$ cat config.mk
export PLATFORM = sky130hd
export DESIGN_NAME = cover_toggle_collector
export DESIGN_NICKNAME = d
export VERILOG_FILES = /design/src/rtl/cover_toggle_collector.sv
export SDC_FILE = /design/constraint.sdc
export NUM_CORES = 1
export LEC_CHECK = 0
export ABC_AREA = 0
export CORE_MARGIN = 2
export CORE_UTILIZATION = 49
export CTS_CLUSTER_DIAMETER = 40
export DETAILED_ROUTE_END_ITERATION = 7
export GPL_ROUTABILITY_DRIVEN = 0
export HOLD_SLACK_MARGIN = 0.06
export PLACE_DENSITY_LB_ADDON = 0.3
export SYNTH_ARGS = -nofsm -noshare
export SYNTH_HDL_FRONTEND = slang
export SYNTH_SLANG_ARGS = --single-unit
$ cat constraint.sdc
create_clock -name clock -period 6.65 [get_ports clock]
set_clock_uncertainty 0.2 [all_clocks]
set_input_delay 1.33 -clock clock [delete_from_list [all_inputs] [get_ports clock]]
set_output_delay 1.33 -clock clock [all_outputs]
set_load 0.01 [all_outputs]
$ cat src/rtl/cover_toggle_collector.sv
// cover_toggle_collector
//   Toggle-coverage collector. Records a sticky hit per monitored bit and
//   reports each bit's first hit exactly once as a global cover index
//   (COVER_INDEX + bit) over a valid/ready stream. Reports are never lost
//   under backpressure. Also keeps a registered running hit count.
//
// Ports
//   clock      in   rising-edge clock
//   reset      in   asynchronous active-high reset
//   en         in   collection enable; valid ignored when low
//   clear      in   synchronous clear of all coverage state
//   valid      in   [WIDTH]  per-bit toggle strobe
//   out_valid  out  a first-hit index is presented
//   out_ready  in   sink accepts out_index this cycle
//   out_index  out  [IDX_W]  COVER_INDEX + bit number of the reported hit
//   hit_map    out  [WIDTH]  sticky per-bit hit record
//   hit_count  out  [CNT_W]  registered popcount of hit_map
//   all_hit    out  hit_count == WIDTH
module cover_toggle_collector #(
  parameter int unsigned WIDTH       = 13,
  parameter int unsigned COVER_INDEX = 0,
  parameter int unsigned COVER_TOTAL = 38253,
  parameter int unsigned IDX_W       = 32,
  parameter int unsigned CNT_W       = $clog2(WIDTH + 1)
) (
  input  logic             clock,
  input  logic             reset,
  input  logic             en,
  input  logic             clear,
  input  logic [WIDTH-1:0] valid,
  output logic             out_valid,
  input  logic             out_ready,
  output logic [IDX_W-1:0] out_index,
  output logic [WIDTH-1:0] hit_map,
  output logic [CNT_W-1:0] hit_count,
  output logic             all_hit
);

  if (COVER_INDEX + WIDTH > COVER_TOTAL) begin : g_range_check
    $error("cover_toggle_collector: COVER_INDEX + WIDTH exceeds COVER_TOTAL");
  end

  logic [WIDTH-1:0] hit_map_q, hit_map_d;
  logic [WIDTH-1:0] pending_q, pending_d;
  logic             out_valid_q, out_valid_d;
  logic [IDX_W-1:0] out_index_q, out_index_d;
  logic [CNT_W-1:0] hit_count_q, hit_count_d;
  logic             all_hit_q, all_hit_d;

  logic [WIDTH-1:0] new_hits;
  logic [WIDTH-1:0] sel_mask;
  logic             sel_found;
  int unsigned      sel_bit;
  logic             load;
  logic [CNT_W-1:0] pop;

  always_comb begin
    new_hits = en ? (valid & ~hit_map_q) : '0;
    // Output slot may take a new entry when empty or being drained this edge.
    load = !out_valid_q || out_ready;

    // Lowest set pending bit, as a one-hot mask and a bit number.
    sel_found = 1'b0;
    sel_bit   = 0;
    sel_mask  = '0;
    for (int unsigned i = 0; i < WIDTH; i++) begin
      if (!sel_found && pending_q[i]) begin
        sel_found   = 1'b1;
        sel_bit     = i;
        sel_mask[i] = 1'b1;
      end
    end

    // Count is taken from the registered map, so it lags hit_map by a cycle.
    pop = '0;
    for (int unsigned i = 0; i < WIDTH; i++) begin
      pop = pop + CNT_W'(hit_map_q[i]);
    end

    hit_map_d   = hit_map_q | new_hits;
    pending_d   = pending_q | new_hits;
    out_valid_d = out_valid_q;
    out_index_d = out_index_q;
    hit_count_d = pop;
    all_hit_d   = (pop == CNT_W'(WIDTH));

    if (load) begin
      out_valid_d = sel_found;
      if (sel_found) begin
        out_index_d = IDX_W'(COVER_INDEX + sel_bit);
        pending_d   = pending_d & ~sel_mask;
      end
    end

    // Clear wins over capture; an entry accepted this edge is simply dropped
    // from the slot rather than re-presented.
    if (clear) begin
      hit_map_d   = '0;
      pending_d   = '0;
      out_valid_d = 1'b0;
      hit_count_d = '0;
      all_hit_d   = 1'b0;
    end
  end

  always_ff @(posedge clock or posedge reset) begin
    if (reset) begin
      hit_map_q   <= '0;
      pending_q   <= '0;
      out_valid_q <= 1'b0;
      out_index_q <= '0;
      hit_count_q <= '0;
      all_hit_q   <= 1'b0;
    end else begin
      hit_map_q   <= hit_map_d;
      pending_q   <= pending_d;
      out_valid_q <= out_valid_d;
      out_index_q <= out_index_d;
      hit_count_q <= hit_count_d;
      all_hit_q   <= all_hit_d;
    end
  end

  assign out_valid = out_valid_q;
  assign out_index = out_index_q;
  assign hit_map   = hit_map_q;
  assign hit_count = hit_count_q;
  assign all_hit   = all_hit_q;

endmodule
Word-level counts from Yosys, hierarchy flattened
Cells that the tools add are included.

Flip-flop bits (word level): 64. Output and inout bits: 51. Bits of input ports: 18.

Eq/ne operators: 1. Muxes and demuxes: 46. Reductions and logical operators: 28. Add/sub/neg operators: 12. Bitwise gates (word level): 6.

Operators with widths (number): 2-to-1 mux 32 bit (11); 2-to-1 mux 13 bit (5); adder 4 x 1 -> 4 bit (9); 2-to-1 mux 1 bit (29); AND 13 bit (2); inverter 13 bit (2); OR 13 bit (2); logical NOT 1 bit (13); logical AND 1 bit (12); adder 3 x 1 -> 4 bit (1); equality test 4 bit, second input constant (1); 2-to-1 mux 4 bit (1); adder 2 x 1 -> 3 bit (1); adder 1 x 1 -> 2 bit (1); AND reduction 2 bit (1); nonzero test 2 bit (1); logical OR 1 bit (1).

Depth between registers and ports, before layout
Gate-level depths: netlist of run 1.

Word-level depth: 42. Mapped depth: 11. Mapped depth without buffers: 11.

Worst setup path before layout of run 1
No wires, ideal clock.

Kind: register to register. Start: reg hit_map_q[0] (netlist: hit_map[0]). End: reg all_hit_q (netlist: all_hit). Path buffers: 0. Data arrival time: 3.499 ns. Library setup time: 0.105 ns. Cell stages (with the launch flop): 10. Setup slack: 2.845 ns. Clock period less this slack: 3.805 ns. Cell sequence: dfrtp_1 -> inv_1 -> fa_1 -> fa_1 -> fa_1 -> fa_1 -> fa_1 -> inv_1 -> fa_1 -> nor4b_1.

Longest elaborated chain between the ends: 14.

Ends and longest elaborated chain: from (decl) (line 43) `logic [WIDTH-1:0] hit_map_q, hit_map_d;`; from (signal assigned) (line 115) `hit_map_q <= hit_map_d;`; adder 1 x 1 -> 2 bit (line 77) `pop = pop + CNT_W'(hit_map_q[i]);`; adder 2 x 1 -> 3 bit (line 77); adder 3 x 1 -> 4 bit (line 77); adder 4 x 1 -> 4 bit (9 in a row) (line 77); equality test 4 bit (line 85) `all_hit_d = (pop == CNT_W'(WIDTH));`; 2-to-1 mux 1 bit (line 97) `if (clear) begin`; via all_hit_d (line 48) `logic all_hit_q, all_hit_d;`; to (signal assigned) (line 120) `all_hit_q <= all_hit_d;`; to (decl) (line 48).

The timed path passes the listed nets, and every way through them passes these cells. A chain may end at the register's enable or synchronous reset.

Worst setup path in the final report of run 1
Same ends and word-level chain as after synthesis.

==> results_dict.tcl, run 1 <==
set metrics [dict create \
    hold_depth 1 \
    grt_setup_unrepaired "no" \
    drc 0 \
    h-tree-depth 2 \
    worstSetupStartpointType "flip-flop" \
    clk_pin_slew_ns 0.07 \
    cp_data_required_time_ns 6.63 \
    r2r_setup_slack_ns 2.67 \
    final_nets 276 \
    num_rows 23 \
    final_max_slew_viol_count 0 \
    synth_cells 206 \
    root_buffer "clkbuf_8" \
    cap_violations 0 \
    die_w_um 68.50 \
    area_delta_synth_final_pct 21.06 \
    drive_gt1_share_pct 6.048 \
    netlist-cell-type-count 38 \
    ioPinCount 69 \
    avgSynthCellArea_um2 9.894 \
    diodes 0 \
    crit_buf_inv 2 \
    period_share_pct 59.87 \
    die_h_um 68.50 \
    yosysSeqAreaShare_pct 44.20 \
    clkLatencyLatePin_ns 0.29 \
    slowest_delay_ns 0.57 \
    holdCritPathClass "reg -> reg" \
    post_cts_resized 0 \
    reg2reg_depth 9 \
    power.density_nw_per_um2 258.8 \
    fmaxAchievable_mhz 251.2 \
    dp.final_hpwl_um 3167 \
    grt_pass1_vias 1456 \
    via_per_inst 5.128 \
    relSlewSlack_pct 21.75 \
    endpoint_kind "flip-flop" \
    p_leak_nw 1.116 \
    drt_iter0_drc 114 \
    die_area_um2 4692 \
    timing.rr.start "hit_map[0]" \
    ir_worst_vdd_uv 183.1 \
    final-setup-viol-count 0 \
    vias 1528 \
    cts_hold_buffers 0 \
    crit_family "adder cells" \
    tightest_slew_ns 1.170 \
    synth_warnings 0 \
    drt_wl_total_um 4244 \
    ys.flop_type "dfrtp_1" \
    finalPower_mw 0.6385 \
    cts_setup_buffers 0 \
    crit_type "reg -> reg" \
    cts.sinks 36 \
    io_buffers 40 \
    initial_core_util_pct 50.95 \
    setup_tns_ns 0 \
    synth_seq_cells 36 \
    period_needed_ns 3.981 \
    crit_arrival_ns 3.96 \
    antenna_found_initial 0 \
    worstPathCellList "inv_1 -> fa_1 -> fa_1 -> fa_1 -> fa_1 -> fa_1 -> inv_1 -> fa_1 -> nor4b_1" \
    min_to "pending_q[9]" \
    r2r_end "all_hit" \
    dr.pass1.iters 4 \
    cts_tree "done" \
    core-area_um2 4000 \
    cts_buffers 5 \
    min-delay-start "pending_q[9]" \
    async_flop_share_pct 100.0 \
    grt_pass1_wl_um 7224 \
    synth-edff-count 0 \
    grt_max_degree 37 \
    grt_overflow_total 0 \
    status "complete, no violations" \
    drt-wirelength-per-cell_um 14.24 \
    cts_buffer_depth 2 \
    crit_fanout 3 \
    path_common_cell "fa_1" \
    cpMaxStageDelayCell "fa_1" \
    hold_viol_final 0 \
    detail-route-antenna-nets 0 \
    track_usage_pct 21.57 \
    synth_area_um2 2038 \
]
==> cell usage after synthesis (2+ instances only) <==
library cell	number	share of area, %
nor3_2	2	0.98
nor2_1	27	5.0
o21ai_0	2	0.49
dfrtp_1	36	44
nand2_1	5	0.92
a311oi_1	5	2.1
a211oi_1	2	0.74
o21ai_1	2	0.49
nor3_1	4	0.98
buf_4	28	10
or4_4	2	1.1
nand2b_1	3	0.92
nand3_1	2	0.49
a21oi_1	19	4.7
ha_1	3	1.8
fa_1	8	7.9
a31oi_1	10	3.1
a32oi_1	2	0.86
nor2b_1	2	0.61
clkbuf_1	5	0.92
inv_1	20	3.7
==> state kept, by name, summed over array words and instances (netlist names) <==
| name | flops |
|---|---|
| pending_q | 13 |
| hit_map | 13 |
| out_valid | 1 |
| out_index | 4 |
| all_hit | 1 |
| hit_count | 4 |
==> final cells by class <==
cell class,instances,area (µm²)
clock buffers,8,90.09
well taps,50,62.56
inverters,20,75.07
fillers,359,1533
multi-input cells,143,930.9
flip-flops and latches,36,900.9
repair buffers,41,407.9
==> metrics by stage <==
| step | instances | hold slack, ns | worst slack, ns | utilization (%) | cell area [µm²] |
|---|---|---|---|---|---|
| after detailed placement | 290 | 0.2778 | 2.664 | 59.43 | 2377 |
| final | 298 | 0.2872 | 2.669 | 61.68 | 2467 |
| after global routing | 298 | 0.2929 | 2.471 | 61.68 | 2467 |
| after global placement | 290 | 0.2709 | 2.823 | 59.43 | 2377 |
| after floorplan | 233 | 0.2496 | 2.845 | - | 2140 |
| after CTS | 298 | 0.2878 | 2.634 | 61.68 | 2467 |
==> kinds of logic after synthesis <==
group	Yosys count	share of synthesized area, %
compound gates	49	15.96
flops	36	44.20
xor+xnor	1	0.4298
simple gates	54	14.43
buf+inv	54	15.10
other cells	1	0.1840
fa+ha+maj	11	9.699
==> power by group <==
part / switching (mW) / total, mW / internal, mW / leakage, nW
Clock: 0.0764 / 0.161 / 0.0845 / 0.0455
Sequential: 0.0186 / 0.264 / 0.246 / 0.472
Combinational: 0.109 / 0.214 / 0.105 / 0.599
==> worst max-delay path by stage <==
stage	to	cells after the start	slack, ns	from
3_3_place_gp	all_hit	9	2.82	hit_map[0]
3_5_place_dp	all_hit	9	2.66	hit_map[0]
6_report	all_hit	9	2.67	hit_map[0]
2_1_floorplan	all_hit	9	2.85	hit_map[0]
4_1_cts	all_hit	9	2.63	hit_map[0]
5_1_grt	all_hit	9	2.47	hit_map[0]
==> layer usage <==
layer  global-route usage, %  vias up  share of wire, %
met2                   32.57       47                48
met4                   7.500        0               1.6
met3                   7.143        4               5.3
li1                        -      732                 -
met5                       0        -                 0
met1                   29.14      745                45
==> worst reg2reg max path, cell delays in order (launching register included) <==
cell and delay [ns]:
dfrtp_1 0.37, inv_1 0.08, fa_1 0.57, fa_1 0.45
fa_1 0.53, fa_1 0.45, fa_1 0.37, inv_1 0.09
fa_1 0.42, nor4b_1 0.32
==> placed cells by master, fill, tap and decap left out, types with 2 or more instances in the layout <==
cell             count
a211oi_1             2
a21oi_1             19
a311oi_1             5
a31oi_1             10
a32oi_1              2
clkbuf_1             2
clkbuf_8             6
clkdlybuf4s50_1     40
conb_1              28
dfrtp_1             36
fa_1                 8
ha_1                 3
inv_1               20
nand2_1              5
nand2b_1             3
nand3_1              2
nor2_1              27
nor2b_1              2
nor3_1               4
nor3_2               2
o21ai_0              2
o21ai_1              2
or4_4                2
Power figures use the tool's default switching activity.
==> run 2: changes to the inputs <==
--- a/config.mk
+++ b/config.mk
@@ -7,7 +7,7 @@
 export LEC_CHECK = 0
 export ABC_AREA = 0
 export CORE_MARGIN = 2
-export CORE_UTILIZATION = 49
+export CORE_UTILIZATION = 41
 export CTS_CLUSTER_DIAMETER = 40
 export DETAILED_ROUTE_END_ITERATION = 7
 export GPL_ROUTABILITY_DRIVEN = 0
==> constraint.sdc (replaced) <==
create_clock -name clock -period 3.21 [get_ports clock]
set_clock_uncertainty 0.2 [all_clocks]
set_input_delay 0.642 -clock clock [delete_from_list [all_inputs] [get_ports clock]]
set_output_delay 0.642 -clock clock [all_outputs]
set_load 0.01 [all_outputs]
==> run 2 against run 1 <==
  * The run now ends with negative setup slack left
  * Cell area is 7.2% higher
  * Combinational power is 130% higher
  * Maximum frequency is 6.1% higher
  * First-iteration DRC count is 27% lower
  * Wire length is 0.38% lower
  * Clock-buffer cell count is 1 lower
  * Flip-flop and latch count stayed put
  * Sequential share of layout area is 2.5 points lower
==> results_dict.tcl, run 2 (synthesized netlist as in run 1, its figures left out) <==
set metrics [dict create \
    drt-wirelength-per-cell_um 12.73 \
    placed_area_um2 2502 \
    p_leak_nw 1.198 \
    worstSetupStartpointType "flip-flop" \
    period_share_pct 116.9 \
    holdWs_ns 0.2886 \
    endpoint_kind "flip-flop" \
    power.density_nw_per_um2 519.8 \
    fin_area_um2 2645 \
    p_int_mw 0.9365 \
    mostFrequentLayoutCell "clkdlybuf4s50_1" \
    violations "negative setup slack" \
    mostFrequentLayoutCells "clkdlybuf4s50_1 (40), dfrtp_1 (36), conb_1 (28), nor2_1 (26)" \
    switching_share_pct 31.89 \
    hold_viol_final 0 \
    h-tree-depth 2 \
    cap_violations 0 \
    met3_usage_pct 2.846 \
    io_buffers 40 \
    period_needed_ns 3.753 \
    vias 1594 \
    finalWorstSetupSlack_ns -0.5428 \
    die_w_um 74.51 \
    cts_buffer_depth 2 \
    holdCritPathClass "reg -> reg" \
    grt_pass1_wl_um 7245 \
    grtUsageMet2_pct 28.42 \
    cp_data_required_time_ns 3.20 \
    clkLatencyLatePin_ns 0.29 \
    placed_cells_incl_taps 320 \
    core-area_um2 4755 \
    die_area_um2 5551 \
    setup_tns_ns -1.756 \
    comb_power_share_pct 36.0 \
    drive_gt1_share_pct 16.98 \
    fillers 429 \
    die_h_um 74.51 \
    cts_tree "done" \
    clkPwrFrac_pct 24.3 \
    detail-route-antenna-nets 0 \
    dr.pass1.iters 4 \
    cts_buffers 5 \
    via_per_inst 4.801 \
    track_usage_pct 17.38 \
    final-setup-viol-count 5 \
    initial_core_util_pct 42.87 \
    top_usage_layer "met2" \
    ir_worst_vdd_uv 263.9 \
    ioPinCount 69 \
    grt_pass1_vias 1559 \
    grt_max_degree 37 \
    r2r_setup_slack_ns -0.54 \
    place_ws_ns -0.6075 \
    diodes 0 \
    dp.final_hpwl_um 3244 \
    drc 0 \
    area_delta_synth_final_pct 29.77 \
    crit_arrival_ns 3.75 \
    tightest_slew_ns 0.6966 \
    antenna_found_initial 0 \
    crit_type "reg -> reg" \
    power.switching_mw 0.4385 \
    root_buffer "clkbuf_8" \
    cts.sinks 36 \
    drt_wl_total_um 4228 \
    grt_use_met1_pct 22.77 \
    stdcell_count 332 \
    drt_iter0_drc 83 \
    num_rows 25 \
    relSlewSlack_pct 53.41 \
    grt_overflow_total 0 \
    crit_fanout 2 \
    grt_setup_unrepaired "yes" \
    final_nets 293 \
    seq_power_share_pct 39.7 \
    final_max_slew_viol_count 0 \
    status "finished with violations" \
    fmaxAchievable_mhz 266.5 \
    clk_pin_slew_ns 0.07 \
]
[run 2: cell types whose count changed in the layout (fill, tap and decap cells not counted), moves of 2 or more]
cell / before / now
fa_1: 8 / 6
fa_2: 0 / 2
inv_2: 0 / 6
buf_4: 1 / 18
inv_1: 20 / 14
[run 2: path summary, 6_finish.rpt]
| check | from | end | cells after the start |
|---|---|---|---|
| min in group asynchronous | reset | out_index[1] | 3 |
| worst min-delay path | pending_q[9] | pending_q[9] | 1 |
| max in group asynchronous | reset | pending_q[1] | 3 |
| worst max register to register | hit_map[3] | all_hit | 9 |
| worst max-delay path | hit_map[3] | all_hit | 9 |
| worst min register to register | pending_q[9] | pending_q[9] | 1 |
[run 2: repair_timing]
item | 4_1_cts | 5_1_grt
hold buffers | 0 | 0
resized for setup | 4 | 3
pin swaps | 6 | 4
setup endpoints to repair | 5 | 5
buffers inserted | 2 | 2
[run 2: metrics by stage]
step | power [mW] | util (%)
2_1_floorplan | 0.8556 | -
3_3_place_gp | 1.014 | 52.63
3_5_place_dp | 1.022 | 52.63
4_1_cts | 1.375 | 55.11
5_1_grt | 1.475 | 55.63
6_report | 1.375 | 55.63
[run 2: layout make-up]
| type | count | area, µm² | share of cell area [%] |
|---|---|---|---|
| flip-flops and latches | 36 | 900.9 | 34.06 |
| well taps | 67 | 83.83 | 3.169 |
| clock inverters | 1 | 7.507 | 0.2838 |
| repair buffers | 58 | 535.5 | 20.25 |
| multi-input cells | 143 | 955.9 | 36.14 |
| inverters | 20 | 75.07 | 2.838 |
| clock buffers | 7 | 86.33 | 3.264 |
[run 2: metal layers]
metal	share of wire [%]	wire, µm	up-vias
li1	-	-	764
met1	44	1875	773
met2	49	2089	50
met3	4.2	179	7
met4	2.0	84	0
met5	0	0	-
[run 2: power by group through the flow]
stage | Sequential, mW | Combinational (mW) | Clock (mW)
global route | 0.555 | 0.557 | 0.363
finish | 0.546 | 0.495 | 0.334
CTS | 0.546 | 0.488 | 0.341
global placement | 0.554 | 0.460 | 0
floorplan | 0.572 | 0.283 | 0
detailed placement | 0.555 | 0.468 | 0
[run 2: critical path: stages (launching register included)]
cell and delay (ns):
dfrtp_1 0.36, inv_2 0.06, fa_1 0.56, fa_1 0.45, fa_1 0.51, fa_1 0.43, fa_2 0.35, inv_2 0.07
fa_2 0.44, nor4b_2 0.25
==> run 3: changes to the inputs <==
--- a/config.mk
+++ b/config.mk
@@ -7,7 +7,7 @@
 export LEC_CHECK = 0
 export ABC_AREA = 0
 export CORE_MARGIN = 2
-export CORE_UTILIZATION = 41
+export CORE_UTILIZATION = 49
 export CTS_CLUSTER_DIAMETER = 40
 export DETAILED_ROUTE_END_ITERATION = 7
 export GPL_ROUTABILITY_DRIVEN = 0
==> constraint.sdc (replaced) <==
create_clock -name clock -period 4.4 [get_ports clock]
set_clock_uncertainty 0.2 [all_clocks]
set_input_delay 0.88 -clock clock [delete_from_list [all_inputs] [get_ports clock]]
set_output_delay 0.88 -clock clock [all_outputs]
set_load 0.01 [all_outputs]
==> run 3 against run 2 <==
  * The flow now finishes without violations
  * Final cell count down 10%
  * Worst hold slack about the same
  * First-iteration DRC count down 13%
  * Power down 30%
  * Flip-flop and latch count unchanged
  * Clock-buffer cell count down 1
  * Critical path type unchanged
  * Largest cell class unchanged
==> results_dict.tcl, run 3 (synthesized netlist as in run 1, its figures left out) <==
set metrics [dict create \
    num_rows 23 \
    grt_overflow_total 0 \
    cap_violations 0 \
    io_buffers 40 \
    path_common_cell "fa_1" \
    detail-route-antenna-nets 0 \
    track_usage_pct 21.54 \
    ioPinCount 69 \
    cp_data_required_time_ns 4.39 \
    grt_use_met1_pct 29.35 \
    met3_usage_pct 4.383 \
    cts_hold_buffers 0 \
    drive_gt1_share_pct 6.855 \
    crit_type "reg -> reg" \
    p_leak_nw 1.122 \
    dr.pass1.iters 4 \
    hold_viol_final 0 \
    drc 0 \
    endpoint_kind "flip-flop" \
    cts_tree "done" \
    initial_core_util_pct 50.95 \
    fmaxAchievable_mhz 254.6 \
    cpMaxStageDelayCell "fa_1" \
    grt_pass1_vias 1437 \
    p_int_mw 0.6530 \
    grtUsageMet2_pct 32.69 \
    core-area_um2 4000 \
    final-setup-viol-count 0 \
    status "complete, no violations" \
    drt_iter0_drc 72 \
    setup_tns_ns 0 \
    die_h_um 68.50 \
    vias 1544 \
    grt_setup_unrepaired "no" \
    dp.final_hpwl_um 3140 \
    area_delta_synth_final_pct 21.18 \
    worstPathCellList "inv_1 -> fa_1 -> fa_1 -> fa_1 -> fa_1 -> fa_1 -> inv_1 -> fa_1 -> nor4b_1" \
    holdCritPathClass "reg -> reg" \
    final_max_slew_viol_count 0 \
    cts_setup_buffers 0 \
    drt-wirelength-per-cell_um 14.31 \
    final_nets 276 \
    relSlewSlack_pct 24.08 \
    drt_wl_total_um 4264 \
    mostFrequentLayoutCell "clkdlybuf4s50_1" \
    seq_power_share_pct 41.2 \
    slowest_delay_ns 0.57 \
    comb_power_share_pct 33.4 \
    h-tree-depth 2 \
    worstSetupStartpointType "flip-flop" \
    via_per_inst 5.181 \
    diodes 0 \
    top_usage_layer "met2" \
    period_needed_ns 3.927 \
    switching_share_pct 32.43 \
    holdWs_ns 0.2886 \
    power.density_nw_per_um2 391.3 \
    cts_buffer_depth 2 \
    crit_arrival_ns 3.92 \
    grt_max_degree 37 \
    mostFrequentLayoutCells "clkdlybuf4s50_1 (40), dfrtp_1 (36), conb_1 (28), nor2_1 (27), inv_1 (20)" \
    ir_worst_vdd_uv 270.5 \
    power.switching_mw 0.3135 \
    root_buffer "clkbuf_8" \
    die_w_um 68.50 \
    die_area_um2 4692 \
    clkPwrFrac_pct 25.4 \
    clk_pin_slew_ns 0.07 \
    grt_pass1_wl_um 7258 \
    cts.sinks 36 \
    post_cts_resized 0 \
    period_share_pct 89.26 \
    crit_fanout 3 \
    cts_buffers 5 \
    tightest_slew_ns 1.135 \
    clkLatencyLatePin_ns 0.29 \
    antenna_found_initial 0 \
]
run 3: changes by cell type in the layout (fill, tap and decap cells not counted), sizes merged:
cell      previous run  this run
clkbuf               7         6
clkinvlp             1         0
clkinv               0         2
buf                 18         1
run 3: cell type report:
cell class / count / area, µm²
Fill cell: 367 / 1530
Clock buffer: 6 / 82.58
Sequential cell: 36 / 900.9
Timing Repair Buffer: 41 / 407.9
Tap cell: 50 / 62.56
Clock inverter: 2 / 10.01
Multi-Input combinational cell: 143 / 930.9
Inverter: 20 / 75.07
run 3: power groups by stage:
stage / logic [mW] / clock network (mW) / registers (mW)
floorplan: 0.202 / 0 / 0.417
global placement: 0.315 / 0 / 0.404
detailed placement: 0.326 / 0 / 0.405
CTS: 0.328 / 0.249 / 0.399
global route: 0.363 / 0.263 / 0.405
finish: 0.322 / 0.246 / 0.398
run 3: final timing paths:
check                                  start      endpoint  slack [ns]  cells past startpoint
min in group asynchronous              reset    hit_map[7]        0.80                      3
worst max-delay path              hit_map[0]       all_hit        0.47                      9
worst max register to register    hit_map[0]       all_hit        0.47                      9
max in group asynchronous              reset  pending_q[9]        2.88                      3
worst min-delay path            pending_q[9]  pending_q[9]        0.29                      1
worst min register to register  pending_q[9]  pending_q[9]        0.29                      1
run 3: layer usage:
metal / vias to the layer above / share of wire, %
li1: 735 / -
met1: 749 / 44
met2: 51 / 48
met3: 9 / 5.5
met4: 0 / 2.3
met5: - / 0
run 3: worst max-delay path: cells and delay by family, from the launching register on:
family                   cells  cell delay [ns]
AND/OR/NAND/NOR              1             0.30
flip-flops                   1             0.37
buffers and inverters        2             0.17
adder cells (fa/ha/maj)      6             2.80
run 3: through the flow:
| stage | total power, mW | instances | area, µm² | utilization (%) | worst slack [ns] |
|---|---|---|---|---|---|
| 3_5_place_dp | 0.7304 | 290 | 2377 | 59.43 | 0.4164 |
| 4_1_cts | 0.9754 | 298 | 2470 | 61.75 | 0.4152 |
| 6_report | 0.9665 | 298 | 2470 | 61.75 | 0.4728 |
| 3_3_place_gp | 0.7192 | 290 | 2377 | 59.43 | 0.5728 |
| 2_1_floorplan | 0.6196 | 233 | 2140 | - | 0.5953 |
| 5_1_grt | 1.031 | 298 | 2470 | 61.75 | 0.2532 |
